==> config.mk <==
export PLATFORM = sky130hd
export DESIGN_NAME = text_vram_sched
export DESIGN_NICKNAME = d
export VERILOG_FILES = /design/src/rtl/text_vram_sched.sv
export SDC_FILE = /design/constraint.sdc
export NUM_CORES = 1
export LEC_CHECK = 0
export CAP_MARGIN = 40
export CORE_MARGIN = 8
export CORE_UTILIZATION = 45
export CTS_BUF_LIST = sky130_fd_sc_hd__clkbuf_8
export DETAILED_ROUTE_END_ITERATION = 12
export SYNTH_ARGS = -nofsm -noshare
export SYNTH_HDL_FRONTEND = slang
export SYNTH_SLANG_ARGS = --single-unit
==> constraint.sdc <==
create_clock -name pclk -period 6.9 [get_ports pclk]
set_input_delay 0.69 -clock pclk [delete_from_list [all_inputs] [get_ports pclk]]
set_output_delay 0.69 -clock pclk [all_outputs]
set_load 0.1 [all_outputs]
==> src/rtl/text_vram_sched.sv <==
`default_nettype none
// ============================================================================
// Module   : text_vram_sched
// Purpose  : Shares the single-port character VRAM between the display row
//            prefetch, a bulk screen clear and single character writes. Each
//            new text row is copied into a line buffer during horizontal
//            blanking; the buffer then feeds the font stage per column.
// Revision : 1.0 - initial release
// ============================================================================
module text_vram_sched #(
  parameter int COLS   = 70,
  parameter int ROWS   = 30,
  parameter int CHAR_H = 16,
  parameter int ADDR_W = 12
) (
  input  logic              pclk,
  input  logic              reset,
  // Display timing
  input  logic              i_hblank_start,
  input  logic [8:0]        i_next_vline,
  input  logic              i_next_vvalid,
  input  logic              i_disp_valid,
  input  logic [6:0]        i_disp_col,
  output logic [7:0]        o_char_code,
  output logic              o_char_valid,
  // Character write port
  input  logic              i_wr_valid,
  output logic              o_wr_ready,
  input  logic [4:0]        i_wr_row,
  input  logic [6:0]        i_wr_col,
  input  logic [7:0]        i_wr_data,
  output logic              o_wr_err,
  // Screen clear
  input  logic              i_clr_req,
  output logic              o_clr_busy,
  // VRAM port
  output logic [ADDR_W-1:0] o_vram_addr,
  output logic              o_vram_we,
  output logic [7:0]        o_vram_wdata,
  input  logic [7:0]        i_vram_rdata
);

  localparam logic [ADDR_W-1:0] c_cols_a   = ADDR_W'(COLS);
  localparam logic [ADDR_W-1:0] c_clr_last = ADDR_W'(ROWS * COLS - 1);
  localparam logic [6:0]        c_cols_7   = 7'(COLS);
  localparam logic [6:0]        c_last_col = 7'(COLS - 1);
  localparam logic [4:0]        c_rows_5   = 5'(ROWS);
  localparam logic [8:0]        c_char_h   = 9'(CHAR_H);

  typedef enum logic [1:0] {
    S_IDLE  = 2'd0,
    S_FETCH = 2'd1,
    S_CLEAR = 2'd2
  } state_t;

  state_t             r_state;
  logic [ADDR_W-1:0]  r_base;
  logic [6:0]         r_fetch_cnt;
  logic [ADDR_W-1:0]  r_clr_addr;
  logic               r_clr_busy;
  logic               r_cap_valid;
  logic [6:0]         r_cap_idx;
  logic [7:0]         r_linebuf [COLS];
  logic [7:0]         r_char_code;
  logic               r_char_valid;

  logic               w_trigger;
  logic [8:0]         w_vline_mod;
  logic [8:0]         w_fetch_row;
  logic [ADDR_W-1:0]  w_fetch_base;
  logic               w_wr_open;
  logic               w_wr_in_range;
  logic [ADDR_W-1:0]  w_wr_addr;
  logic [7:0]         w_lb_rd;

  // A fetch starts on the blanking pulse preceding the first scanline of a row.
  assign w_vline_mod  = i_next_vline % c_char_h;
  assign w_fetch_row  = i_next_vline / c_char_h;
  assign w_fetch_base = ADDR_W'(w_fetch_row) * c_cols_a;
  assign w_trigger    = i_hblank_start & i_next_vvalid & (w_vline_mod == 9'd0);

  // Writes only get the port when nothing of higher priority wants it.
  assign w_wr_open     = (r_state == S_IDLE) & ~r_clr_busy & ~w_trigger;
  assign w_wr_in_range = (i_wr_row < c_rows_5) & (i_wr_col < c_cols_7);
  assign w_wr_addr     = ADDR_W'(i_wr_row) * c_cols_a + ADDR_W'(i_wr_col);

  assign w_lb_rd = (i_disp_col < c_cols_7) ? r_linebuf[i_disp_col] : 8'h00;

  // VRAM port mux: fetch read, paused/active clear write, or a character write.
  always_comb begin
    o_vram_we    = 1'b0;
    o_vram_addr  = '0;
    o_vram_wdata = 8'h00;
    o_wr_err     = 1'b0;
    o_wr_ready   = w_wr_open;
    case (r_state)
      S_FETCH: begin
        o_vram_addr = r_base + ADDR_W'(r_fetch_cnt);
      end
      S_CLEAR: begin
        // A trigger in this cycle pauses the clear without consuming an address.
        if (!w_trigger) begin
          o_vram_we   = 1'b1;
          o_vram_addr = r_clr_addr;
        end
      end
      default: begin
        if (w_wr_open && i_wr_valid) begin
          if (w_wr_in_range) begin
            o_vram_we    = 1'b1;
            o_vram_addr  = w_wr_addr;
            o_vram_wdata = i_wr_data;
          end else begin
            o_wr_err = 1'b1;
          end
        end
      end
    endcase
  end

  // Port ownership FSM with the fetch counter and the resumable clear pointer.
  always_ff @(posedge pclk) begin
    if (reset) begin
      r_state     <= S_IDLE;
      r_base      <= '0;
      r_fetch_cnt <= 7'd0;
      r_clr_addr  <= '0;
      r_clr_busy  <= 1'b0;
      r_cap_valid <= 1'b0;
      r_cap_idx   <= 7'd0;
    end else begin
      r_cap_valid <= (r_state == S_FETCH);
      r_cap_idx   <= r_fetch_cnt;
      if (i_clr_req && !r_clr_busy) begin
        r_clr_busy <= 1'b1;
      end
      case (r_state)
        S_IDLE: begin
          if (w_trigger) begin
            r_base      <= w_fetch_base;
            r_fetch_cnt <= 7'd0;
            r_state     <= S_FETCH;
          end else if (r_clr_busy || i_clr_req) begin
            r_state <= S_CLEAR;
          end
        end
        S_FETCH: begin
          r_fetch_cnt <= r_fetch_cnt + 7'd1;
          if (r_fetch_cnt == c_last_col) begin
            r_state <= (r_clr_busy || i_clr_req) ? S_CLEAR : S_IDLE;
          end
        end
        S_CLEAR: begin
          if (w_trigger) begin
            r_base      <= w_fetch_base;
            r_fetch_cnt <= 7'd0;
            r_state     <= S_FETCH;
          end else if (r_clr_addr == c_clr_last) begin
            r_clr_addr <= '0;
            r_clr_busy <= 1'b0;
            r_state    <= S_IDLE;
          end else begin
            r_clr_addr <= r_clr_addr + 1'b1;
          end
        end
        default: begin
          r_state <= S_IDLE;
        end
      endcase
    end
  end

  // Read data returns one cycle after its address; store it at the delayed column.
  always_ff @(posedge pclk) begin
    if (r_cap_valid) begin
      r_linebuf[r_cap_idx] <= i_vram_rdata;
    end
  end

  // One-cycle display lookup for the font stage.
  always_ff @(posedge pclk) begin
    if (reset) begin
      r_char_code  <= 8'h00;
      r_char_valid <= 1'b0;
    end else begin
      r_char_code  <= i_disp_valid ? w_lb_rd : 8'h00;
      r_char_valid <= i_disp_valid;
    end
  end

  assign o_char_code  = r_char_code;
  assign o_char_valid = r_char_valid;
  assign o_clr_busy   = r_clr_busy;

endmodule
`default_nettype wire

# Word-level counts from Yosys, hierarchy flattened
# Memories as Yosys holds them, arrays and structs flattened. A register that Yosys moved wholly into a read port is not among the register bits.
# Cells that the tools add are included.
# W data, S select, Z words.
[op_classes]
add_sub_neg = 4
mul = 2
order_cmp = 3
eq_ne = 8
mux = 30
bitwise_logic = 9
n_reduce_logical = 14
[ops]
columns = ["op", "n"]
rows = [
  ["$mux W12", 4],
  ["$add A12 B7 Y12", 2],
  ["$mux W8", 3],
  ["$pmux W12 S2", 1],
  ["$mul A5 B6 Y11 const B", 2],
  ["$lt A7 B7 Y1 const B", 2],
  ["$pmux W7 S2", 1],
  ["$add A12 B1 Y12 const B", 1],
  ["$eq A12 B12 Y1 const B", 1],
  ["$mux W1", 12],
  ["$mux W2", 6],
  ["$logic_not A9 Y1", 1],
  ["$add A7 B1 Y7 const B", 1],
  ["$eq A7 B7 Y1 const B", 1],
  ["$mux W7", 1],
  ["$pmux W2 S3", 1],
  ["$reduce_and A2 Y1", 3],
  ["$and A1 B1 Y1", 5],
  ["$lt A5 B5 Y1 const B", 1],
  ["$ne A2 B1 Y1 const B", 2],
  ["$not A1 Y1", 4],
  ["$reduce_or A2 Y1", 2],
  ["$ne A3 B2 Y1 const B", 1],
  ["$ne A3 B3 Y1 const B", 1],
  ["other kinds (10)", 11],
]
[totals]
reg_bits = 42
ramBits = 560
input_bits = 51
output_inout_bits = 33
wordCells = 79
memories = 1
[mem_list]
columns = ["memory", "depth", "width", "rd", "rd_clocked_by_memory_dff", "wr", "line", "text"]
rows = [
  ["r_linebuf", 70, 8, 1, 1, 1, "63", "logic [7:0] r_linebuf [COLS];"],
]

# Depth between registers and ports, before layout
[depth]
word_depth = 7
ltp_mapped = 14
ltp_nobuf = 14

# Least setup slack after synthesis
# No wires, ideal clock.
[synth_timing]
path_kind = "input -> output"
startpoint = "input port i_wr_row[3]"
endpoint = "output port o_vram_addr[10]"
arrival_time_ns = 5.034
required_time_ns = 6.210
path_slack_ns = 1.176
path_stages = 14
path_buffers = 0
path_cell_list = "inv_1 -> ha_1 -> inv_1 -> ha_1 -> ha_1 -> a31oi_1 -> xor2_1 -> ha_1 -> nor2_1 -> nor2_1 -> o41ai_1 -> nor4bb_1 -> xnor2_1 -> o21ai_0"
[synth_between]
elab_chain_len = 5
elab_cells_between_ends = 7
classes_between = "add/sub (1); mul (1); order compare (1); mux (3); bitwise (1)"
[synth_lines]
columns = ["element", "line", "text"]
rows = [
  ["from (decl)", "29", "input logic [4:0] i_wr_row,"],
  ["$mul A5 B6 Y11 or $lt A5 B5 Y1 (tied branches)", "85, 84", ""],
  ["$add A12 B7 Y12 or $and A1 B1 Y1 (tied branches)", "85, 84", ""],
  ["$mux W12 *", "109", "if (w_wr_in_range) begin"],
  ["$mux W12 *", "108", "if (w_wr_open && i_wr_valid) begin"],
  ["$pmux W12 S2 *", "96", "case (r_state)"],
  ["to (decl)", "37", "output logic [ADDR_W-1:0] o_vram_addr,"],
]
# Mark *: on every way between the ends. The rest lies on a longest branch, timed or not.

# Worst setup path after layout
[layout_timing]
startpoint = "input port i_wr_row[3]"
endpoint = "output port o_vram_addr[11]"
# The elaborated chain is that of the path after synthesis.

==> metrics.yaml <==
timing:
  clock.fmax_mhz: 191
  grt_setup_unrepaired: "no"
  finalCritPeriodShare: 0.758
  timing.final.setup_violations: 0
  finClkSkew_ns: 0.0305
  timing.setup.tns_ns: 0
  worst-slew-pin-transition_ns: 0.888
  timing.final.crit_period_ns: 5.23
  slew_violations: 0
  max_slew_margin: 0.406
  finalHoldViolations: 0
global_routing:
  global_route_wire_length_before_repair_mm: 89.1
  initial_antenna_violation_count: 0
  grt_use_total: 0.184
  grt_max_degree: 75
  gr-total-overflow: 0
  first_global_vias: 14646
finish:
  design.final.nets: 1767
  areaGrowthSynthToFinish_pct: 15.8
  mostFrequentLayoutCells: "560 x sky130_fd_sc_hd__edfxtp_1, 124 x sky130_fd_sc_hd__nor2_1, 122 x sky130_fd_sc_hd__mux4_2"
  fillerInstances: 4611
  postLayoutCellArea_um2: 29500
  antenna_diode_instance_count: 0
  final_layout_size_suffix_gt1_frac: 0.194
  final_common_cell: "sky130_fd_sc_hd__edfxtp_1"
place:
  numPortBuffers: 83
  dp_hpwl_mm: 36.2
  placed_cell_area_um2: 27700
  gpl.final_weighted_congestion: 0.809
floorplan:
  die-height_um: 254
  fp-row-count: 87
  die-area_um2: 64400
  top_level_ports: 84
  floorplan.core_area_um2: 56200
  initial_core_util: 0.453
  chipWidth_um: 254
synth:
  number_of_flops_mapped_to_enable_cells_by_yosys: 560
  ys_seq_area_frac: 0.700
  synth_async_sr_flop_share: 0
  mappedNetlistNets: 1585
  synthFlopType: "sky130_fd_sc_hd__edfxtp_1"
  average_cell_area_after_synthesis_um2: 17.1
  synth.cell_area_um2: 25400
  seq_cells_post_synth: 610
  synth.yosys.warnings: 0
  netlist-cell-type-count: 70
  syn_inst: 1485
power:
  p_clk_frac: 0.374
  power-per-cell-area_nw_per_um2: 255
  power_frac_seq: 0.538
  totalPowerFinal_mw: 7.52
  switchingPower_mw: 1.79
  p_leak_nw: 9.82
  p_comb_frac: 0.088
  max-vdd-ir-drop_mv: 0.122
  intPower_mw: 5.73
  power.share.switching: 0.238
min_path:
  worst_hold_startpoint: "r_base[4]$_SDFFE_PP0P_"
  hold-path-endpoint: "r_base[4]$_SDFFE_PP0P_"
  hold_path_depth: 2
  min_path_type: "flip-flop to flip-flop"
clock_network:
  clock_tree.root_cell: "sky130_fd_sc_hd__clkbuf_8"
  clock-sinks: 610
  cts.clk_slew.worst_paths_ns: 0.05
  ctsResizeCount: 0
  cts.htree.levels: 3
  buffer_levels_on_the_longest_clock_path: 3
  insertion_delay_ns: 0.67
  cts_setup_buffers: 0
  tritoncts: "done"
  hold_buffers: 0
  tritoncts.num_buffers: 100
worst_setup_path:
  critPathMaxFanout: 5
  cp.buffers_inverters: 4
  critical_path.endpoint_type: "primary output"
  crit_path_frequent_cell: "sky130_fd_sc_hd__ha_1"
  worst_path_dominant_cell_family: "adder cells"
  critical_path.startpoint_type: "input port"
  timing.rr.start: "r_cap_idx[0]$_SDFF_PP0_"
  worst_r2r_endpoint: "r_linebuf[39][1]$_DFFE_PP_"
  worst_path_cell_with_the_longest_stage_delay: "sky130_fd_sc_hd__clkdlybuf4s50_1"
  rr_worst_depth: 2
  max_stage_delay_ns: 0.54
  worst-endpoint-required_ns: 6.21
  timing.critical_path.arrival_ns: 4.54
  ff2ff_setup_slack_ns: 4.12
  critPathKind: "input port to primary output"
  critical_path.cell_chain: "clkdlybuf4s50_1, inv_1, ha_1, inv_1, ha_1, ha_1, a31oi_1, xor2_1, ha_1, nor2_1, a2111oi_0, nand4_1, xnor2_1, o221ai_1, buf_4"
route:
  dr_total_vias: 13993
  remaining_number_of_nets_flagged_by_the_antenna_check_after_routing: 0
  vias_per_cell: 5.59
  drt_iter0_drc: 818
  detail_route.wirelength_mm: 58.8
  route.detailed.drc: 0
  routed_wire_length_per_instance_um: 23.5
  drt_pre_antenna_iters: 5
run_status:
  run_status: "complete, no violations"
flow_run:
  cap_violations: 0
worst max path at each step:
| stage | depth (start not counted) | start | slack, ns | endpoint |
|---|---|---|---|---|
| finish | 15 | i_wr_row[3] | 1.67 | o_vram_addr[11] |
| global route | 16 | i_wr_row[3] | 1.40 | o_vram_addr[7] |
| global placement | 15 | i_wr_row[3] | 1.33 | o_vram_addr[7] |
| CTS | 16 | i_wr_row[3] | 1.68 | o_vram_addr[7] |
| floorplan | 14 | i_wr_row[3] | 1.18 | o_vram_addr[10] |
| detailed placement | 16 | i_wr_row[3] | 1.72 | o_vram_addr[7] |
worst reg2reg max path, delay by kind of cell, from the launching register on:
family	cells	cell delay (ns)
flops	1	0.72
simple gates	2	1.66
final cells by class:
type	count	area [um^2]	area share
Sequential cell	610	17800	0.605
Multi-Input combinational cell	782	7230	0.246
Timing Repair Buffer	145	1560	0.0529
Clock buffer	105	1450	0.0491
Tap cell	756	946	0.0321
Clock inverter	76	347	0.0118
Inverter	28	105	0.00357
cell families (layout without fill, tap and decap cells):
family / count (synthesis) / after routing / share of synthesized area
DFF: 610 / 610 / 0.700
xor gates and xnor gates: 31 / 31 / 0.0107
muxes: 193 / 193 / 0.136
buffers and inverters: 93 / 354 / 0.0157
AOI/OAI and AO/OA: 195 / 195 / 0.0520
and+or+nand+nor: 314 / 314 / 0.0600
adders and majority gates: 49 / 49 / 0.0253
metrics by stage:
step	hold WS, ns	instances	worst slack (ns)	utilization
floorplan	0.438	1485	1.18	-
global placement	0.469	2282	1.33	0.482
detailed placement	0.471	2321	1.72	0.492
CTS	0.479	2502	1.68	0.524
global route	0.502	2502	1.40	0.524
finish	0.471	2502	1.67	0.524
registers in the layout, summed over array words and instances (netlist names):
register      cells
r_clr_addr       12
r_cap_idx         7
r_base           11
o_clr_busy        1
r_linebuf       560
r_cap_valid       1
o_char_code       8
r_fetch_cnt       7
r_state           2
o_char_valid      1
metal layers:
metal / routed length [um] / vias up / track usage
met5: 0 / - / 0
met4: 1510 / 0 / 0.0654
met3: 3390 / 89 / 0.0366
met2: 28300 / 438 / 0.297
met1: 25600 / 7158 / 0.247
li1: - / 6308 / -
cells in the mapped netlist, drive strengths merged, types with 24 or more instances:
cell type | n | share of area
edfxtp | 560 | 0.66
nor2 | 124 | 0.018
mux4 | 122 | 0.11
mux2i | 70 | 0.028
nand2 | 60 | 0.0089
dfxtp | 50 | 0.039
a211oi | 45 | 0.013
ha | 45 | 0.022
o21ai | 42 | 0.0083
clkbuf | 37 | 0.0059
nor2b | 34 | 0.0084
a21oi | 29 | 0.0059
buf | 28 | 0.0057
inv | 28 | 0.0041
o22ai | 24 | 0.0059
power by group through the flow:
stage / clock network, mW / logic (mW) / registers (mW)
finish: 2.82 / 0.660 / 4.05
global placement: 0 / 0.608 / 4.12
detailed placement: 0 / 0.665 / 4.12
CTS: 2.90 / 0.668 / 4.04
floorplan: 0 / 0.379 / 4.14
global route: 3.05 / 0.708 / 4.04
Note: power is estimated with default switching activity, not from simulation.
